<file path="src/rtl/op_unit_exec.sv">
// op_unit_exec: shift-add execution unit sequenced by microoperation strobes t1..t9
//   clk     rising-edge clock
//   res     asynchronous active-high reset
//   t1..t9  strobes: t1 A+=B, t2 CNT-- (sat 0), t3 A=din, t4 B=din, t5 A>>=1,
//           t6 B<<=1, t7 CNT=N_ITER, t8 A=0, t9 result=A and pulse done
//   din     load data for t3/t4
//   x       B[0]
//   y       CNT == 0
//   result  latched A
//   done    one-cycle pulse per t9 edge
//   ovf     sticky carry-out of the unshifted add
module op_unit_exec #(
    parameter int W      = 8,
    parameter int N_ITER = 8,
    parameter int CW     = 4
) (
    input  logic         clk,
    input  logic         res,
    input  logic         t1,
    input  logic         t2,
    input  logic         t3,
    input  logic         t4,
    input  logic         t5,
    input  logic         t6,
    input  logic         t7,
    input  logic         t8,
    input  logic         t9,
    input  logic [W-1:0] din,
    output logic         x,
    output logic         y,
    output logic [W-1:0] result,
    output logic         done,
    output logic         ovf
);
    logic [W-1:0]  a, b, a_nxt, b_nxt;
    logic [CW-1:0] cnt, cnt_nxt;
    logic [W:0]    sum;
    logic          ovf_nxt;
    assign sum = {1'b0, a} + {1'b0, b};
    assign x   = b[0];
    assign y   = cnt == '0;
    always_comb begin
        a_nxt   = t3 ? din : t8 ? '0 : (t1 && t5) ? sum[W:1] : t1 ? sum[W-1:0] : t5 ? {1'b0, a[W-1:1]} : a;
        // carry only latches on the unshifted add; the shifted add keeps it in A's MSB
        ovf_nxt = (t3 || t8) ? 1'b0 : (t1 && !t5 && sum[W]) ? 1'b1 : ovf;
        b_nxt   = t4 ? din : t6 ? {b[W-2:0], 1'b0} : b;
        cnt_nxt = t7 ? CW'(N_ITER) : (t2 && cnt != '0) ? cnt - 1'b1 : cnt;
    end
    always_ff @(posedge clk or posedge res) begin
        if (res) begin
            a      <= '0;
            b      <= '0;
            cnt    <= '0;
            result <= '0;
            done   <= 1'b0;
            ovf    <= 1'b0;
        end else begin
            a      <= a_nxt;
            b      <= b_nxt;
            cnt    <= cnt_nxt;
            ovf    <= ovf_nxt;
            result <= t9 ? a : result;
            done   <= t9;
        end
    end
endmodule

</file>
<file path="config.mk">
export PLATFORM = sky130hd
export DESIGN_NAME = op_unit_exec
export DESIGN_NICKNAME = d
export VERILOG_FILES = /design/src/rtl/op_unit_exec.sv
export SDC_FILE = /design/constraint.sdc
export NUM_CORES = 1
export LEC_CHECK = 0
export ABC_CLOCK_PERIOD_IN_PS = 4400
export CAP_MARGIN = 20
export CORE_MARGIN = 1
export CORE_UTILIZATION = 32
export CTS_CLUSTER_DIAMETER = 100
export DETAILED_ROUTE_END_ITERATION = 7
export PLACE_DENSITY = 0.59
export SLEW_MARGIN = 20
export SYNTH_ARGS = -nofsm -noshare
export SYNTH_HDL_FRONTEND = slang
export SYNTH_SLANG_ARGS = --single-unit
</file>
<file path="constraint.sdc">
create_clock -name clk -period 4.4 [get_ports clk]
set_input_delay 1.1 -clock clk [delete_from_list [all_inputs] [get_ports clk]]
set_output_delay 1.1 -clock clk [all_outputs]
set_load 0.01 [all_outputs]
</file>
* Word-level counts from Yosys, hierarchy flattened *
Cells that the tools add are included.
W data, S select, Z words.

storage, ports and cells
  register bits after elaboration = 30
  bits of input ports = 19
  word-level logic and storage cells = 31
  output and inout bits = 12

cells by class
  reduce and logical (&&, ||, !) cells = 12
  add/sub/neg operators = 2
  multiplexer cells = 11

operators by type and width
  operator               number
  $mux W8                7
  $add A8 B8 Y9          1
  $mux W4                2
  $reduce_bool A2 Y1     3
  $reduce_bool A5 Y1     1
  $logic_and A1 B1 Y1    4
  $logic_not A4 Y1       1
  $reduce_bool A4 Y1     1
  $sub A4 B1 Y4 const B  1
  $mux W1                2
  $logic_not A1 Y1       1
  $logic_or A1 B1 Y1     1

* Depth between registers and ports, before layout *
  word-level depth = 5
  depth in mapped cells = 7
  gate-level depth less buffers = 7

* Least setup slack after synthesis *
Ideal clock, no wire load.

  path type = in2reg
  start point = input port t3
  end point = register a[4]
  data required time = 4.313 ns
  stages = 7
  setup time = 0.087 ns
  path buffers = 2
  slack = 2.132 ns
  arrival time = 2.181 ns
  cell sequence = clkbuf_8 -> or2_1 -> buf_4 -> nor3_4 -> a22oi_1 -> and2_1 -> a22oi_1

on the way
  longest elaborated chain between the ends = 1
  elaborated cells on any way between the ends = 2
  those cells by class = 1 x mux; 1 x reduce/logical

ends and longest elaborated chain
  element                                                         RTL line  source
  from (decl)                                                     21        input logic t3,
  $reduce_bool A5 Y1 (no line) / $mux W8 (equally long branches)  n/a
  to (signal assigned)                                            58        a <= a_nxt;
  to (decl)                                                       35        logic [W-1:0] a, b, a_nxt, b_nxt;

Parallel ways exist; a longest one is shown, timed or not.
A chain may end at the register's enable or synchronous reset.

* Final worst setup path *
  start point = register cnt[0]
  end point = output port y

on the way
  longest elaborated chain between the ends = 1

ends and longest elaborated chain
  element                 RTL line  source
  from (decl)             36        logic [CW-1:0] cnt, cnt_nxt;
  from (signal assigned)  60        cnt <= cnt_nxt;
  $logic_not A4 Y1        41        assign y = cnt == '0;
  to (decl)               30        output logic y,

Every way passes these cells.

==> flow_summary.yaml <==
critical_path:
  critPathArrivalTime_ns: 1.74
  cp-end-kind: "primary output"
  slowest_delay_ns: 0.58
  critPathSlowestCell: "clkdlybuf4s50_1"
  rr_startpoint: "b[0]"
  cpLargestDelayFamily: "buffers and inverters"
  critPathLaunchType: "flop"
  cp_num_buf_inv: 2
  cp.required_ns: 3.30
  r2r_slack_ns: 1.95
  critPathMaxFanout: 3
  rr_worst_depth: 7
  r2r-end: "a[7]"
  critPathKind: "reg2out"
  worstPathCellList: "inv_1 -> ha_1 -> nor3b_1 -> clkdlybuf4s50_1"
min_path:
  whs_path_depth: 1
  min_path_type: "reg2reg"
  min_from: "result[2]"
  whs_endpoint: "result[2]"
pwr:
  leakage_nw: 0.977
  comb_power_share_pct: 30.7
  power_density_mw_per_mm2: 371
  p_switching_w: 0.000256
  pwr-share-seq_pct: 41.7
  vdd_drop_max_v: 0.000224
  clkPwrFrac_pct: 27.6
  p_int_w: 0.000568
  swShare_pct: 31.1
outcome:
  outcome: "completed"
sta:
  rsz0062_at_grt: "false"
  finalSetupTns_ns: 0
  setup-violations-final: 0
  finalCritPeriodShare_pct: 64.5
  fin_crit_ns: 2.84
  fin_ws_ns: 1.56
  fin_skew_ns: 0.00671
  maxSlewViolCount: 0
  clock.fmax_ghz: 0.352
  slew_headroom_pct: 59.7
  finalHoldViolations: 0
  worst_pin_slew_ns: 0.602
cts:
  cts_made_buffers: 5
  cts_resized: 0
  cts_buffer_depth: 2
  insertion_delay_ns: 0.28
  cts-root-buf: "clkbuf_8"
  clkTransAtPathRegs_ns: 0.07
  clock_sinks: 30
  post_cts_buffers: 0
  cts_hold_buf: 0
  htree_levels: 2
  cts_tree: "yes"
floorplanning:
  die_area_mm2: 0.00602
  start_util_pct: 33.2
  design.core.area_mm2: 0.00551
  rows: 27
  io_pins: 31
  die_w_um: 77.6
  die_y_um: 77.6
synth:
  avgSynthCellArea_um2: 10.3
  synth_largest_area_cell: "dfrtp_1"
  synth_cells: 178
  synth_edf_count: 0
  synth_top_area_share_pct: 41.1
  syn_nets: 208
  syn_area_mm2: 0.00183
  synth_area_leaders: "dfrtp_1, ha_1, mux2_2"
  yosys_warnings: 0
  synth_seq_cells: 30
  async_flop_share_pct: 100
  ys_seq_area_share_pct: 41.1
  synth_top_flop_cell: "dfrtp_1"
  ys_types: 43
place:
  portBuffers: 30
  place_congestion: 0.796
  dp_hpwl_um: 2960
  pre_cts_ws_ns: 1.44
routing:
  wl_um: 4040
  vias: 1413
  vias_per_cell: 5.05
  detail-route-antenna-nets: 0
  drt-wirelength-per-cell_um: 14.4
  drc: 0
  drt_iter0_drc: 48
  first_pass_iters: 4
finish:
  drive_gt1_share_pct: 10.6
  final_cell_mix: "dfrtp_1, clkdlybuf4s50_1, nand2_1"
  n_antenna_cell: 0
  final_core_util_pct: 40.4
  layout.nets: 237
  syn_to_final_growth_pct: 21.7
run:
  cap_violations: 0
global_routing:
  grt_overflow_total: 0
  grt_use_total_pct: 15.1
  grt_first_pass_wirelength_um: 6970
  grt_pass1_vias: 1371
  antenna_found_initial: 0
  grt_max_degree: 31
==> synthesized netlist by cell type (2+ instances only) <==
master	count
o21ai_0	15
ha_1	10
a22oi_1	5
inv_1	7
mux2_2	10
a31oi_1	3
xnor2_1	6
xor2_1	2
clkbuf_1	5
and2_1	2
nand3_1	2
nor3_1	3
nand2b_1	3
a221oi_1	2
nand2_1	17
nor2_1	12
mux2i_1	8
a21o_1	3
nor4_1	2
dfrtp_1	30
a21oi_1	9
==> stage by stage <==
stage | power [W] | cells | area [um^2] | hold slack [ns]
after floorplan | 0.000517 | 178 | 1830 | 0.472
after global placement | 0.000600 | 272 | 2130 | 0.490
after detailed placement | 0.000601 | 272 | 2130 | 0.497
after CTS | 0.000835 | 280 | 2220 | 0.515
after global routing | 0.000887 | 280 | 2220 | 0.527
final | 0.000825 | 280 | 2220 | 0.508
==> how the worst max path moves through the flow <==
stage	from	end	depth (start not counted)
6_report	cnt[0]	y	4
2_1_floorplan	t3	a[4]	7
3_5_place_dp	t3	a[4]	6
4_1_cts	cnt[0]	y	4
5_1_grt	cnt[0]	y	4
3_3_place_gp	t3	a[4]	6
==> worst reg2reg max path, stage by stage, from the launching register on <==
cell and delay, ns:
dfrtp_1 0.42, ha_1 0.22, fa_1 0.41, a21o_1 0.21, a221oi_1 0.45, o21ai_0 0.25
a221oi_1 0.27, a21oi_1 0.10
==> state kept, by name, summed over array words and instances (netlist names) <==
signal,cells
a,8
b,8
cnt,4
done,1
ovf,1
result,8
==> routing by layer <==
metal	track usage, %	vias to the layer above	routed length (um)
met3	2.82	4	186
li1	-	698	-
met2	20.6	43	1640
met4	6.79	0	56
met5	0	-	0
met1	22.7	668	2150
==> power groups by stage <==
stage | Sequential, W | Clock (W) | Combinational (W)
4_1_cts | 0.000345 | 0.000236 | 0.000254
3_5_place_dp | 0.000350 | 0 | 0.000251
3_3_place_gp | 0.000350 | 0 | 0.000250
5_1_grt | 0.000350 | 0.000254 | 0.000284
2_1_floorplan | 0.000347 | 0 | 0.000170
6_report | 0.000344 | 0.000228 | 0.000253
==> cell type report <==
| class | instances | area [um^2] |
|---|---|---|
| Clock inverter | 1 | 5.00 |
| Inverter | 7 | 26.3 |
| Sequential cell | 30 | 751 |
| Clock buffer | 7 | 86.3 |
| Multi-Input combinational cell | 132 | 958 |
| Timing Repair Buffer | 31 | 308 |
| Fill cell | 555 | 3280 |
| Tap cell | 72 | 90.1 |
==> kinds of logic after synthesis <==
family | count (synthesis) | share of synthesized area, %
AND/OR/NAND/NOR | 47 | 12.5
AO/OA/AOI/OAI | 47 | 16.4
flip-flops | 30 | 41.1
multiplexers | 19 | 11.8
XOR/XNOR | 8 | 3.83
buffers and inverters | 16 | 6.50
adder cells (fa/ha/maj) | 11 | 7.94
No activity file was read; power rests on OpenSTA's default activity.
